<file path="config.mk">
export PLATFORM = sky130hd
export DESIGN_NAME = segments2dcba_reader
export DESIGN_NICKNAME = d
export VERILOG_FILES = /design/src/rtl/segments2dcba_reader_pkg.sv /design/src/rtl/segments2dcba_reader_lut.sv /design/src/rtl/segments2dcba_reader.sv
export SDC_FILE = /design/constraint.sdc
export NUM_CORES = 1
export LEC_CHECK = 0
export CAP_MARGIN = 0
export CORE_MARGIN = 2
export CORE_UTILIZATION = 35
export DETAILED_ROUTE_END_ITERATION = 16
export GPL_TIMING_DRIVEN = 1
export PLACE_DENSITY = 0.5
export SLEW_MARGIN = 20
export SYNTH_ARGS = -nofsm -noshare
export SYNTH_HDL_FRONTEND = slang
export SYNTH_HIERARCHICAL = 1
export SYNTH_SLANG_ARGS = --single-unit
</file>
<file path="constraint.sdc">
create_clock -name clk -period 3.35 [get_ports clk]
set_clock_uncertainty 0.05 [all_clocks]
set_input_delay 0.5025 -clock clk [delete_from_list [all_inputs] [get_ports clk]]
set_output_delay 0.5025 -clock clk [all_outputs]
set_load 0.05 [all_outputs]
</file>
<file path="src/rtl/segments2dcba_reader_pkg.sv">
// segments2dcba_reader_pkg
// Shared definitions for the 7-segment read-back path.
//   - SEG_0 .. SEG_F : active-low glyph patterns, bit6=a .. bit0=g, same
//                      bit order as the forward hex-to-segment encoder.
//   - SEG_BLANK      : all segments off.
//   - state_t        : qualifier FSM states used by the reader.
package segments2dcba_reader_pkg;

  localparam logic [6:0] SEG_0 = 7'b0000001;
  localparam logic [6:0] SEG_1 = 7'b1001111;
  localparam logic [6:0] SEG_2 = 7'b0010010;
  localparam logic [6:0] SEG_3 = 7'b0000110;
  localparam logic [6:0] SEG_4 = 7'b1001100;
  localparam logic [6:0] SEG_5 = 7'b0100100;
  localparam logic [6:0] SEG_6 = 7'b0100000;
  localparam logic [6:0] SEG_7 = 7'b0001111;
  localparam logic [6:0] SEG_8 = 7'b0000000;
  localparam logic [6:0] SEG_9 = 7'b0000100;
  localparam logic [6:0] SEG_A = 7'b0001000;
  localparam logic [6:0] SEG_B = 7'b1100000;
  localparam logic [6:0] SEG_C = 7'b0110001;
  localparam logic [6:0] SEG_D = 7'b1000010;
  localparam logic [6:0] SEG_E = 7'b0110000;
  localparam logic [6:0] SEG_F = 7'b0111000;

  localparam logic [6:0] SEG_BLANK = 7'b1111111;

  // WAIT  : sampled anodes are not one-hot-low, nothing can be captured
  // DWELL : one-hot-low anodes, still qualifying the pattern
  // HELD  : pattern already captured for this dwell
  typedef enum logic [1:0] {
    WAIT,
    DWELL,
    HELD
  } state_t;

endpackage

</file>
<file path="src/rtl/segments2dcba_reader_lut.sv">
// segments2dcba_lut
// Purely combinational inverse of the hex-to-7-segment encoder.
// Ports:
//   pattern : in  7  active-low segment pattern (bit6=a .. bit0=g)
//   nibble  : out 4  decoded hex digit, 0 when the pattern is not a glyph
//   err     : out 1  high when the pattern matches none of the 16 glyphs
module segments2dcba_lut
  import segments2dcba_reader_pkg::*;
(
  input  logic [6:0] pattern,
  output logic [3:0] nibble,
  output logic       err
);

  // Exact match against the glyph table; anything else (blank included)
  // is flagged and reported as nibble 0.
  always_comb begin
    nibble = 4'h0;
    err    = 1'b0;
    case (pattern)
      SEG_0:   nibble = 4'h0;
      SEG_1:   nibble = 4'h1;
      SEG_2:   nibble = 4'h2;
      SEG_3:   nibble = 4'h3;
      SEG_4:   nibble = 4'h4;
      SEG_5:   nibble = 4'h5;
      SEG_6:   nibble = 4'h6;
      SEG_7:   nibble = 4'h7;
      SEG_8:   nibble = 4'h8;
      SEG_9:   nibble = 4'h9;
      SEG_A:   nibble = 4'hA;
      SEG_B:   nibble = 4'hB;
      SEG_C:   nibble = 4'hC;
      SEG_D:   nibble = 4'hD;
      SEG_E:   nibble = 4'hE;
      SEG_F:   nibble = 4'hF;
      default: err = 1'b1;
    endcase
  end

endmodule

</file>
<file path="src/rtl/segments2dcba_reader.sv">
// segments2dcba_reader
// Observes a multiplexed active-low 7-segment bus and rebuilds the hex word
// being displayed. A digit is captured once its anode/segment pattern has
// been stable for STABLE_CYCLES consecutive edges; when every digit has been
// captured the assembled word is published with a one-cycle valid pulse.
// Ports:
//   clk       : in  1         rising-edge clock
//   rst_n     : in  1         synchronous active-low reset
//   segments  : in  7         active-low segments, bit6=a .. bit0=g
//   anodes    : in  DIGITS    active-low digit enables, bit i = digit i
//   value     : out 4*DIGITS  last completed frame, digit i at [4i+3:4i]
//   valid     : out 1         pulses when value/digit_err update
//   digit_err : out DIGITS    per-digit illegal-glyph flags of that frame
module segments2dcba_reader
  import segments2dcba_reader_pkg::*;
#(
  parameter int DIGITS        = 4,
  parameter int STABLE_CYCLES = 4
) (
  input  logic                  clk,
  input  logic                  rst_n,
  input  logic [6:0]            segments,
  input  logic [DIGITS-1:0]     anodes,
  output logic [4*DIGITS-1:0]   value,
  output logic                  valid,
  output logic [DIGITS-1:0]     digit_err
);

  localparam int CW = $clog2(STABLE_CYCLES + 1);
  localparam int IW = (DIGITS > 1) ? $clog2(DIGITS) : 1;
  localparam logic [CW-1:0] CNT_MAX  = CW'(STABLE_CYCLES);
  localparam logic [CW-1:0] CNT_LAST = CW'(STABLE_CYCLES - 1);

  logic [DIGITS-1:0]   s_an;
  logic [6:0]          s_seg;
  logic [CW-1:0]       cnt;
  state_t              state, state_nx;

  logic [4*DIGITS-1:0] slots, slots_nx;
  logic [DIGITS-1:0]   errs, errs_nx;
  logic [DIGITS-1:0]   seen, seen_nx;

  logic                changed;
  logic                in_onehot;
  logic [DIGITS-1:0]   in_en;
  logic [IW-1:0]       idx;
  logic [3:0]          dec_nibble;
  logic                dec_err;
  logic                capture;
  logic                frame_done;

  segments2dcba_lut u_lut (
    .pattern (s_seg),
    .nibble  (dec_nibble),
    .err     (dec_err)
  );

  // Change detection against the sample register, plus a one-hot-low test
  // on the incoming anodes to choose DWELL or WAIT when a new pattern lands.
  always_comb begin
    changed   = ({anodes, segments} != {s_an, s_seg});
    in_en     = ~anodes;
    in_onehot = (in_en != '0) && ((in_en & (in_en - DIGITS'(1))) == '0);
  end

  // Digit index of the single low bit of the sampled anodes. Only consulted
  // in DWELL, where the sample is known to be one-hot-low.
  always_comb begin
    idx = '0;
    for (int i = 0; i < DIGITS; i++) begin
      if (!s_an[i]) idx = IW'(i);
    end
  end

  // Capture fires on the edge the counter would reach STABLE_CYCLES while
  // the inputs still match the sample. The counter saturates, so a digit
  // held forever is only captured once; HELD makes that explicit.
  always_comb begin
    capture  = (state == DWELL) && !changed && (cnt == CNT_LAST);
    state_nx = state;
    if (changed) begin
      state_nx = in_onehot ? DWELL : WAIT;
    end else if (capture) begin
      state_nx = HELD;
    end
  end

  // Next contents of the slot/err/seen arrays. The frame completes on the
  // edge whose capture fills the last unseen digit, so the published word
  // must include that capture.
  always_comb begin
    slots_nx = slots;
    errs_nx  = errs;
    seen_nx  = seen;
    if (capture) begin
      for (int i = 0; i < DIGITS; i++) begin
        if (idx == IW'(i)) begin
          slots_nx[4*i +: 4] = dec_nibble;
          errs_nx[i]         = dec_err;
          seen_nx[i]         = 1'b1;
        end
      end
    end
    frame_done = capture && (&seen_nx);
  end

  // All state and outputs are registered here. A reset discards partially
  // collected frames by clearing seen.
  always_ff @(posedge clk) begin
    if (!rst_n) begin
      s_an      <= '1;
      s_seg     <= SEG_BLANK;
      cnt       <= '0;
      state     <= WAIT;
      slots     <= '0;
      errs      <= '0;
      seen      <= '0;
      value     <= '0;
      valid     <= 1'b0;
      digit_err <= '0;
    end else begin
      if (changed) begin
        s_an  <= anodes;
        s_seg <= segments;
        cnt   <= CW'(1);
      end else if (cnt != CNT_MAX) begin
        cnt <= cnt + 1'b1;
      end
      state <= state_nx;
      slots <= slots_nx;
      errs  <= errs_nx;
      valid <= frame_done;
      if (frame_done) begin
        value     <= slots_nx;
        digit_err <= errs_nx;
        seen      <= '0;
      end else begin
        seen <= seen_nx;
      end
    end
  end

endmodule

</file>
# Word level (Yosys, flattened, before mapping)
# Index checks and enable logic that the tools add are counted.
[word_totals]
regBits = 61
in_bits = 13
word_cells = 78
[classes]
eq_ne = 22
add_sub_neg = 2
muxes = 25
bitwise_logic = 3
reduce_logical = 15
[op_table]
columns = ["op", "count"]
rows = [
  ["4-bit case mux with 15 select lines", 1],
  ["7-bit by 6-bit equality test with 1-bit output, second input constant", 5],
  ["7-bit equality test, second input constant", 4],
  ["4-bit 2-to-1 mux", 6],
  ["16-bit 2-to-1 mux", 1],
  ["16-bit OR reduction", 1],
  ["7-bit by 3-bit equality test with 1-bit output, second input constant", 2],
  ["7-bit by 4-bit equality test with 1-bit output, second input constant", 2],
  ["1-bit 2-to-1 mux", 13],
  ["11-bit != test", 1],
  ["2-bit 2-to-1 mux", 4],
  ["7-bit by 1-bit equality test with 1-bit output, second input constant", 1],
  ["7-bit by 5-bit equality test with 1-bit output, second input constant", 1],
  ["7-bit zero test", 1],
  ["4-bit AND", 1],
  ["2-bit by 1-bit equality test with 1-bit output, second input constant", 2],
  ["2-bit equality test, second input constant", 2],
  ["1-bit logical AND", 4],
  ["4-bit zero test", 1],
  ["4-bit NOT", 1],
  ["4-bit AND reduction", 1],
  ["2-bit nonzero test", 2],
  ["4-bit nonzero test", 1],
  ["2-bit OR reduction", 2],
  ["7 further kinds", 7],
]

# Longest topological paths before layout
# Gate-level depths: netlist of the first run.
[logic_depth]
ltp_word = 9
ltp_mapped = 8
ltp_nobuf = 7

# By module
# Netlist of the first run, hierarchy kept.
[modules_own_cells]
columns = ["module", "area_each_um2", "instances", "cells_each"]
rows = [
  ["segments2dcba_reader", 2576.2, 1, 236],
  ["segments2dcba_lut", 361.6, 1, 56],
]

# Worst setup path before layout of the first run
# Ideal clock, no wire load.
[synth_path]
kind = "in2reg"
start = "input segments[2]"
end = "register digit_err[3]"
t_required_ps = 3157
setup_ps = 143
cell_stages = 5
arrival_ps = 1816
slack_ps = 1340
path_cell_list = "xor2_1 > nor4_2 > nand4_1 > mux2i_1 > a211oi_2"
[synth_between]
elab_chain_len = 7
[synth_lines]
columns = ["element", "line", "text"]
rows = [
  ["from (decl)", "segments2dcba_reader.sv:22", "input logic [6:0] segments,"],
  ["11-bit != test (*)", "segments2dcba_reader.sv:61", "changed = ({anodes, segments} != {s_an, s_seg});"],
  ["1-bit zero test (*)", "segments2dcba_reader.sv:79", "capture = (state == DWELL) && !changed && (cnt == CNT_LAST);"],
  ["1-bit logical AND (*) (2 in series)", "segments2dcba_reader.sv:79", ""],
  ["4-bit 2-to-1 mux", "segments2dcba_reader.sv:95", "if (capture) begin"],
  ["4-bit AND reduction", "segments2dcba_reader.sv:104", "frame_done = capture && (&seen_nx);"],
  ["1-bit logical AND", "segments2dcba_reader.sv:104", ""],
  ["to (signal assigned)", "segments2dcba_reader.sv:135", "digit_err <= errs_nx;"],
  ["to (decl)", "segments2dcba_reader.sv:26", "output logic [DIGITS-1:0] digit_err"],
]
# Mark *: on every way between the ends. The rest lies on a longest branch, timed or not.
# A chain may end at the register's enable or synchronous reset.

# Worst setup path after layout of the first run
[layout_path]
start = "register s_seg[6]"
end = "register value[15]"
[layout_between]
elab_chain_len = 7
[layout_lines]
columns = ["element", "line", "text"]
rows = [
  ["from (decl)", "segments2dcba_reader.sv:35", "logic [6:0] s_seg;"],
  ["from (signal assigned)", "segments2dcba_reader.sv:124", "s_seg <= segments;"],
  ["11-bit != test", "segments2dcba_reader.sv:61", ""],
  ["1-bit zero test", "segments2dcba_reader.sv:79", ""],
  ["1-bit logical AND (2 in series)", "segments2dcba_reader.sv:79", ""],
  ["4-bit 2-to-1 mux", "segments2dcba_reader.sv:95", ""],
  ["4-bit AND reduction", "segments2dcba_reader.sv:104", ""],
  ["1-bit logical AND", "segments2dcba_reader.sv:104", ""],
  ["to (signal assigned)", "segments2dcba_reader.sv:134", "value <= slots_nx;"],
  ["to (decl)", "segments2dcba_reader.sv:24", "output logic [4*DIGITS-1:0] value,"],
]
# Several ways; a longest one is shown, not always the timed one.

==> flow_metrics.env, run 1 <==
export IMPL_drt_iter0_drc=194
export IMPL_async_flop_share_pct=0
export IMPL_synth_top_area_cell="dfxtp_1"
export IMPL_die_area_um2=9140
export IMPL_hold_path_end="seen[0]"
export IMPL_layout_nets=337
export IMPL_wl_per_cell_um=15.2
export IMPL_path_max_fanout=17
export IMPL_clkPwrFrac_pct=46.6
export IMPL_grt_remaining_overflow=0
export IMPL_via_count=2242
export IMPL_rr_worst_depth=5
export IMPL_avgViaCountPerCell=5.20
export IMPL_fin_crit_sh_pct=74.7
export IMPL_drv_cap=0
export IMPL_r2r_start="s_seg[6]"
export IMPL_syn_nets=308
export IMPL_crit_arrival_ns=2.65
export IMPL_tns_ns=0
export IMPL_die_y_um=95.6
export IMPL_syn_area_per_cell_um2=10.1
export IMPL_core_area_um2=8180
export IMPL_switchingPower_mw=0.375
export IMPL_rsz0062_at_grt="false"
export IMPL_ys_ff_latch=61
export IMPL_drive_gt1_share_pct=19.3
export IMPL_cp_required_ns=3.50
export IMPL_ys_warn_count=6
export IMPL_setup_violations=0
export IMPL_syn_inst=292
export IMPL_drc=0
export IMPL_power_internal_mw=1.19
export IMPL_yosysUniqueCellTypes=52
export IMPL_cts_tree="built"
export IMPL_hold_viol=0
export IMPL_htree_num_levels=3
export IMPL_ys_flop_type="dfxtp_1"
export IMPL_cp_end_kind="flop"
export IMPL_synth_top_area_share_pct=41.6
export IMPL_cp_slowest_cell="dfxtp_1"
export IMPL_num_rows=33
export IMPL_cp_buffers_inverters=0
export IMPL_place_gp_congestion=0.779
export IMPL_grt_max_degree=46
export IMPL_synth_edf_count=0
export IMPL_clk_path_buf_depth=2
export IMPL_ctsHoldBuffers=0
export IMPL_worstHoldStart="seen[0]"
export IMPL_crit_reg2reg_capture="value[15]"
export IMPL_antenna_found_initial=0
export IMPL_status="finished clean"
export IMPL_combPwrFrac_pct=5.3
export IMPL_fill_cells=853
export IMPL_hp_class="reg -> reg"
export IMPL_grt_pass1_vias=2253
export IMPL_tightest_slew_ns=0.593
export IMPL_die_x_um=95.6
export IMPL_ys_seq_area_share_pct=41.6
export IMPL_grt_util_all_layers_pct=15.7
export IMPL_period_minus_slack_ns=2.50
export IMPL_diodes=0
export IMPL_clock_root_buffer="clkbuf_8"
export IMPL_powerDensity_nw_per_um2=447
export IMPL_dp_hpwl_mm=4.21
export IMPL_dr_pass1_iters=4
export IMPL_irDropWorstVdd_mv=0.219
export IMPL_max_freq_ghz=0.399
export IMPL_yosys_top_cells_area="dfxtp_1 42%, mux2i_1 7.2%, a211oi_2 6.8%"
export IMPL_port_buffers=33
export IMPL_seqPwrFrac_pct=48.0
export IMPL_dp_slack_ns=0.523
export IMPL_fin_ws_ns=0.847
export IMPL_crit_type="reg -> reg"
export IMPL_cp_start_kind="flop"
export IMPL_netSwitchingFraction_pct=23.9
export IMPL_clk_latency_ns=0.34
export IMPL_area_growth_pct=19.5
export IMPL_pin_count=34
export IMPL_grt_pass1_wl_mm=11.0
export IMPL_slew_violations=0
export IMPL_cts_sinks=61
export IMPL_start_util_pct=35.9
export IMPL_numCtsBuffers=9
export IMPL_path_clk_slew_ns=0.07
export IMPL_mappedNetlistArea_um2=2940
export IMPL_ant_nets=0
export IMPL_cts_setup_buffers=0
export IMPL_wl_mm=6.54
export IMPL_slowest_delay_ns=0.68
export IMPL_regToRegSetupSlack_ns=0.85
export IMPL_cts_resized=0
export IMPL_slew_headroom_pct=60.4
export IMPL_critPathTopFamily="simple AND/OR/NAND/NOR gates"
export IMPL_holdPathStages=2
export IMPL_cp_cell_sequence="xor2_1 > nor4_2 > nand4_1 > mux2i_1 > a211oi_2"
export IMPL_p_leak_nw=1.36
==> layer usage <==
| metal | track usage (%) | wire length, µm | vias up | share of wire (%) |
|---|---|---|---|---|
| met5 | 0 | 0 | - | 0 |
| met4 | 5.60 | 72 | 0 | 1.1 |
| met3 | 3.95 | 317 | 8 | 4.8 |
| met2 | 24.1 | 2870 | 51 | 44 |
| met1 | 21.2 | 3280 | 1077 | 50 |
| li1 | - | - | 1106 | - |
==> state kept, by name (all words and copies together) (netlist names) <==
signal and flops:
slots 16, value 16, s_seg 7, digit_err 4
errs 4, s_an 4, seen 4, cnt 3
state 2, valid 1
==> layout by cell type (no fill, tap or decap), drive strengths merged, types with 4 or more instances in the layout <==
master and instances:
nor4bb 4, clkbuf 9, nand2 15, nand3b 4, inv 7, nand2b 14, a21oi 28, xor2 11
dfxtp 61, a211oi 20, nand3 4, nand4 5, buf 5, mux2i 21, nor3 6, and3 6
nor4 7, clkdlybuf4s50 33, nor2 27
==> synth_stat cells, types with 6 or more instances <==
master	number
a21oi_1	12
mux2i_1	21
dfxtp_1	61
nand2_1	15
xor2_1	11
nand2b_1	14
buf_2	7
a211oi_2	16
a21oi_2	16
nor2_1	27
and3_1	6
==> layout make-up <==
class	count	area, µm²	share of cell area (%)
Clock inverter	7	97.6	2.78
Clock buffer	9	124	3.53
Multi-Input combinational cell	205	1530	43.7
Sequential cell	61	1220	34.8
Tap cell	105	131	3.74
Timing Repair Buffer	38	380	10.8
Inverter	6	22.5	0.641
==> worst min-delay path: cells and delay by family (launching register included) <==
kind | cells | cell delay (ns)
buffers and inverters | 1 | 0.05
DFF | 1 | 0.33
AOI/OAI and AO/OA | 1 | 0.06
==> power by group through the flow <==
stage	sequential (mW)	clock, mW	combinational, mW
global route	0.755	0.780	0.0932
CTS	0.753	0.754	0.0850
finish	0.753	0.731	0.0838
global placement	0.770	0	0.0841
detailed placement	0.769	0	0.0840
floorplan	0.756	0	0.0669
==> logic make-up (layout without fill, tap and decap cells) <==
kind of cell	after synthesis	count (layout)	share of synthesized area, %
DFF	61	61	41.6
AOI/OAI and AO/OA	64	64	19.2
muxes	21	21	7.15
and+or+nand+nor	103	103	20.4
buffers and inverters	26	60	6.22
xor gates and xnor gates	14	14	4.17
adders and majority gates	3	3	1.28
==> worst max-delay path by stage <==
stage	startpoint	endpoint	slack, ns	cells past startpoint
floorplan	segments[2]	digit_err[3]	1.34	5
finish	s_seg[6]	value[15]	0.85	5
CTS	s_seg[6]	value[15]	0.84	5
detailed placement	segments[2]	value[15]	0.52	6
global route	s_seg[6]	value[15]	0.63	5
global placement	segments[2]	value[13]	0.53	6
==> stage by stage <==
| stage | power [mW] | utilization (%) | area, µm² | hold slack [ns] | instances |
|---|---|---|---|---|---|
| after floorplan | 0.823 | - | 2940 | 0.406 | 292 |
| after global placement | 0.854 | 40.2 | 3290 | 0.428 | 415 |
| after detailed placement | 0.854 | 40.2 | 3290 | 0.439 | 415 |
| after CTS | 1.59 | 42.9 | 3510 | 0.449 | 431 |
| after global routing | 1.63 | 42.9 | 3510 | 0.476 | 431 |
| final | 1.57 | 42.9 | 3510 | 0.450 | 431 |
Note: power is estimated with default switching activity, not from simulation.
==> run 2: changes to the inputs <==
==> constraint.sdc (replaced) <==
create_clock -name clk -period 2.55 [get_ports clk]
set_clock_uncertainty 0.05 [all_clocks]
set_input_delay 0.3825 -clock clk [delete_from_list [all_inputs] [get_ports clk]]
set_output_delay 0.3825 -clock clk [all_outputs]
set_load 0.05 [all_outputs]
==> run 2 against run 1 <==
  * Sequential share of layout area down 0.87 points
  * Non-clock buffer count increased by 12
  * Die area stayed put
  * Design area is 2.6% higher
  * Fmax is 12% higher
  * Power rose by 32%
  * Critical path type unchanged
  * Largest cell class unchanged
==> flow_metrics.env, run 2 (synthesis results as in run 1) <==
export IMPL_setup_violations=0
export IMPL_diodes=0
export IMPL_cts_resized=0
export IMPL_final_common_cell="dfxtp_1"
export IMPL_grt_util_all_layers_pct=15.4
export IMPL_drv_cap=0
export IMPL_irDropWorstVdd_mv=0.335
export IMPL_fin_crit_sh_pct=87.4
export IMPL_cp_start_kind="flop"
export IMPL_clock_root_buffer="clkbuf_8"
export IMPL_area_growth_pct=22.6
export IMPL_port_buffers=33
export IMPL_max_freq_ghz=0.449
export IMPL_cts_tree="built"
export IMPL_htree_num_levels=3
export IMPL_drt_iter0_drc=132
export IMPL_layout_common_cells="61 x dfxtp_1, 33 x clkdlybuf4s50_1, 27 x nor2_1"
export IMPL_fin_total_pwr_mw=2.07
export IMPL_crit_arrival_ns=2.39
export IMPL_die_y_um=95.6
export IMPL_path_max_fanout=12
export IMPL_tns_ns=0
export IMPL_clk_latency_ns=0.33
export IMPL_wl_per_cell_um=14.9
export IMPL_cp_required_ns=2.71
export IMPL_dp_hpwl_mm=4.37
export IMPL_pin_count=34
export IMPL_crit_type="reg -> reg"
export IMPL_slew_violations=0
export IMPL_antenna_found_initial=0
export IMPL_die_x_um=95.6
export IMPL_clk_path_buf_depth=2
export IMPL_grt_use_met1_pct=22.3
export IMPL_dr_pass1_iters=4
export IMPL_rsz0062_at_grt="false"
export IMPL_cts_setup_buffers=0
export IMPL_postPlaceCellArea_um2=3380
export IMPL_wl_mm=6.59
export IMPL_cp_slowest_cell="dfxtp_1"
export IMPL_multiInputGateArea_um2=1530
export IMPL_slew_headroom_pct=66.5
export IMPL_worstSetupEndpoint="digit_err[3]"
export IMPL_place_gp_congestion=0.868
export IMPL_ctsHoldBuffers=0
export IMPL_num_rows=33
export IMPL_hold_viol=0
export IMPL_start_util_pct=35.9
export IMPL_p_leak_nw=1.41
export IMPL_grt_remaining_overflow=0
export IMPL_grt_busiest_layer="met2"
export IMPL_reg_top3="slots: 16 flops, value: 16 flops, s_seg: 7 flops"
export IMPL_use_met2_pct=22.6
export IMPL_crit_reg2reg_capture="digit_err[3]"
export IMPL_avgViaCountPerCell=5.00
export IMPL_startpoint="s_seg[1]"
export IMPL_slowest_delay_ns=0.57
export IMPL_cts_sinks=61
export IMPL_ant_nets=0
export IMPL_r2r_start="s_seg[1]"
export IMPL_period_minus_slack_ns=2.23
export IMPL_tightest_slew_ns=0.501
export IMPL_rr_worst_depth=8
export IMPL_seqCellArea_um2=1220
export IMPL_hp_class="reg -> reg"
export IMPL_core_area_um2=8180
export IMPL_cp_end_kind="flop"
export IMPL_regToRegSetupSlack_ns=0.32
export IMPL_grt_pass1_wl_mm=10.8
export IMPL_via_count=2217
export IMPL_powerDensity_nw_per_um2=575
export IMPL_drc=0
export IMPL_cp_cell_sequence="nor4bb_1 > o2bb2ai_1 > a211o_1 > a2bb2oi_2 > nor4bb_2 > buf_4 > mux2i_1 > a211oi_2"
export IMPL_fill_cells=803
export IMPL_numCtsBuffers=9
export IMPL_grt_use_met3_pct=2.92
export IMPL_grt_max_degree=29
export IMPL_layout_nets=349
export IMPL_grt_pass1_vias=2127
export IMPL_drive_gt1_share_pct=22.2
export IMPL_final_area_um2=3600
export IMPL_status="finished clean"
export IMPL_die_area_um2=9140
export IMPL_path_clk_slew_ns=0.08
-- run 2: final cells by class --
type	count	share of cell area, %
tap	105	3.65
sequential	61	33.9
multi-input combinational	205	42.6
inverter	6	0.625
clock buffer	9	3.44
timing repair buffer	50	13.1
clock inverter	7	2.71
-- run 2: per-layer routing --
metal  wire length, µm  part of all wire (%)  vias up
met1              3460                    53     1036
li1                  -                     -     1123
met5                 0                     0        -
met3               252                   3.8       10
met2              2790                    42       48
met4                80                   1.2        0
-- run 2: how the worst min path moves through the flow --
| stage | startpoint | to | depth (start not counted) |
|---|---|---|---|
| finish | cnt[2] | cnt[1] | 2 |
| global route | seen[0] | seen[0] | 2 |
| CTS | cnt[2] | cnt[1] | 2 |
| detailed placement | cnt[2] | cnt[1] | 2 |
| global placement | seen[0] | seen[0] | 2 |
| floorplan | rst_n | s_an[3] | 1 |
-- run 2: critical path, delay by kind of cell, from the launching register on --
family | cells | cell delay [ns]
buffers and inverters | 1 | 0.15
AO/OA/AOI/OAI | 4 | 0.60
multiplexers | 1 | 0.21
AND/OR/NAND/NOR | 2 | 0.54
flip-flops | 1 | 0.57
-- run 2: metrics by stage --
stage          worst slack [ns]  cells  hold WS (ns)  util, %
2_1_floorplan             0.568    292         0.406        -
3_3_place_gp              0.169    427         0.426     41.3
3_5_place_dp              0.142    427         0.429     41.3
4_1_cts                   0.329    443         0.440     44.0
5_1_grt                   0.114    443         0.464     44.0
6_report                  0.321    443         0.437     44.0
-- run 2: power breakdown --
part	switching, mW	total (mW)	leakage (nW)	internal [mW]
sequential	0.0205	0.984	0.495	0.963
clock	0.406	0.959	0.106	0.553
combinational	0.0661	0.126	0.814	0.0601
==> run 3: changes to the inputs <==
--- a/config.mk
+++ b/config.mk
@@ -6,7 +6,7 @@
 export NUM_CORES = 1
 export LEC_CHECK = 0
 export CAP_MARGIN = 0
-export CORE_MARGIN = 2
+export CORE_MARGIN = 4
 export CORE_UTILIZATION = 35
 export DETAILED_ROUTE_END_ITERATION = 16
 export GPL_TIMING_DRIVEN = 1
==> constraint.sdc (replaced) <==
create_clock -name clk -period 2.2 [get_ports clk]
set_clock_uncertainty 0.05 [all_clocks]
set_input_delay 0.33 -clock clk [delete_from_list [all_inputs] [get_ports clk]]
set_output_delay 0.33 -clock clk [all_outputs]
set_load 0.05 [all_outputs]
==> run 3 against run 2 <==
  * Clock-buffer cell count did not move
  * Clock power rose by 28%
  * Global-route usage fell by 0.78 points
  * Combinational power rose by 31%
  * Register-to-register slack got worse by 0.18 ns
  * Core utilization rose by 2.2 points
  * Via count rose by 2.6%
  * Die area rose by 8.5%
==> flow_metrics.env, run 3 (synthesis results as in run 1) <==
export IMPL_status="finished clean"
export IMPL_cp_cell_sequence="buf_12 > nor4bb_1 > a211o_1 > a2bb2oi_2 > nor4bb_4 > mux2i_1 > a211oi_2"
export IMPL_dp_hpwl_mm=4.62
export IMPL_cp_start_kind="flop"
export IMPL_grt_pass1_vias=2309
export IMPL_netSwitchingFraction_pct=22.7
export IMPL_tns_ns=0
export IMPL_layout_nets=359
export IMPL_grt_util_all_layers_pct=14.7
export IMPL_regToRegSetupSlack_ns=0.14
export IMPL_layout_common_cells="58 x dfxtp_1, 33 x clkdlybuf4s50_1, 27 x nor2_1"
export IMPL_startpoint="s_seg[6]"
export IMPL_r2r_start="s_seg[6]"
export IMPL_wl_mm=6.80
export IMPL_diodes=0
export IMPL_power_internal_mw=1.96
export IMPL_irDropWorstVdd_mv=0.338
export IMPL_slew_violations=0
export IMPL_slowest_delay_ns=0.41
export IMPL_htree_num_levels=3
export IMPL_setup_violations=0
export IMPL_cp_slowest_cell="nor4bb_4"
export IMPL_drt_iter0_drc=157
export IMPL_hold_viol=0
export IMPL_dr_pass1_iters=4
export IMPL_drc=0
export IMPL_max_freq_ghz=0.486
export IMPL_fill_cells=784
export IMPL_cts_sinks=61
export IMPL_ant_nets=0
export IMPL_start_util_pct=35.9
export IMPL_grt_max_degree=46
export IMPL_path_clk_slew_ns=0.08
export IMPL_drive_gt1_share_pct=25.6
export IMPL_crit_reg2reg_capture="digit_err[2]"
export IMPL_path_max_fanout=13
export IMPL_die_y_um=99.6
export IMPL_via_count=2275
export IMPL_cp_required_ns=2.42
export IMPL_wl_per_cell_um=15.0
export IMPL_grt_pass1_wl_mm=11.6
export IMPL_antenna_found_initial=0
export IMPL_rr_worst_depth=7
export IMPL_postPlaceCellArea_um2=3520
export IMPL_cts_tree="built"
export IMPL_crit_arrival_ns=2.27
export IMPL_numCtsBuffers=9
export IMPL_seqCellArea_um2=1220
export IMPL_core_area_um2=8180
export IMPL_tightest_slew_ns=0.519
export IMPL_port_buffers=33
export IMPL_ctsHoldBuffers=0
export IMPL_num_rows=33
export IMPL_reg_top3="slots: 16 flops, value: 16 flops, s_seg: 7 flops"
export IMPL_clock_root_buffer="clkbuf_8"
export IMPL_multiInputGateArea_um2=1550
export IMPL_clkPwrFrac_pct=48.5
export IMPL_period_minus_slack_ns=2.06
export IMPL_worstSetupEndpoint="digit_err[2]"
export IMPL_switchingPower_mw=0.574
export IMPL_powerDensity_nw_per_um2=669
export IMPL_clk_latency_ns=0.33
export IMPL_avgViaCountPerCell=5.02
export IMPL_crit_type="reg -> reg"
export IMPL_slew_headroom_pct=65.3
export IMPL_whs_ns=0.441
export IMPL_fin_crit_sh_pct=93.5
export IMPL_die_area_um2=9920
export IMPL_place_gp_congestion=0.843
export IMPL_final_common_cell="dfxtp_1"
export IMPL_rsz0062_at_grt="false"
export IMPL_final_area_um2=3780
export IMPL_cp_end_kind="flop"
export IMPL_clk_path_buf_depth=2
export IMPL_seqPwrFrac_pct=44.9
export IMPL_area_growth_pct=28.7
export IMPL_grt_remaining_overflow=0
export IMPL_p_leak_nw=1.51
export IMPL_holdPathStages=2
export IMPL_die_x_um=99.6
export IMPL_drv_cap=0
export IMPL_fin_total_pwr_mw=2.53
export IMPL_combPwrFrac_pct=6.5
export IMPL_pin_count=34
export IMPL_hp_class="reg -> reg"
==> run 3: changes by cell type in the layout (fill, tap and decap cells not counted), sizes merged <==
cell	change
inv	+1
buf	+10
bufinv	+1
clkinvlp	-2
==> run 3: per-layer routing <==
layer | up-vias | wire [µm] | GRT usage, %
met5 | - | 0 | 0
met4 | 0 | 68 | 3.99
met3 | 5 | 291 | 4.70
met2 | 41 | 3040 | 23.2
met1 | 1080 | 3400 | 19.3
li1 | 1149 | - | -
==> run 3: power by group through the flow <==
stage | clock network, mW | registers (mW) | logic [mW]
global route | 1.31 | 1.14 | 0.181
floorplan | 0 | 1.15 | 0.102
finish | 1.23 | 1.14 | 0.165
detailed placement | 0 | 1.16 | 0.163
global placement | 0 | 1.16 | 0.163
CTS | 1.26 | 1.14 | 0.164
==> run 3: cell type report <==
type / count / area share [%]
clock buffer: 9 / 3.28
clock inverter: 7 / 3.21
timing repair buffer: 60 / 16.1
sequential: 61 / 32.4
multi-input combinational: 205 / 41.0
inverter: 6 / 0.596
tap: 105 / 3.47
==> run 3: what timing repair did <==
action | in CTS | in global routing
setup endpoints to repair | 4 | 17
endpoints found under the hold margin | 0 | 0
pin swaps | 0 | 0
gates resized for setup | 1 | 4
buffers inserted | 0 | 0
==> run 3: worst max-delay path, delay by kind of cell, from the launching register on <==
family	cells	cell delay (ns)
AOI/OAI and AO/OA	3	0.69
DFF	1	0.36
muxes	1	0.17
buffers and inverters	1	0.15
and+or+nand+nor	2	0.56
==> run 3: through the flow <==
| stage | utilization [%] | setup WS, ns | std cells |
|---|---|---|---|
| floorplan | - | 0.218 | 292 |
| global placement | 43.0 | -0.112 | 437 |
| detailed placement | 43.0 | -0.130 | 437 |
| CTS | 46.1 | 0.0628 | 453 |
| global route | 46.3 | 0.00510 | 453 |
| finish | 46.3 | 0.144 | 453 |
==> run 3: worst min path at each step <==
stage	startpoint	end
global placement	slots[8]	slots[8]
CTS	cnt[2]	cnt[1]
floorplan	rst_n	s_an[3]
global route	cnt[2]	cnt[1]
finish	seen[0]	seen[0]
detailed placement	cnt[2]	cnt[1]
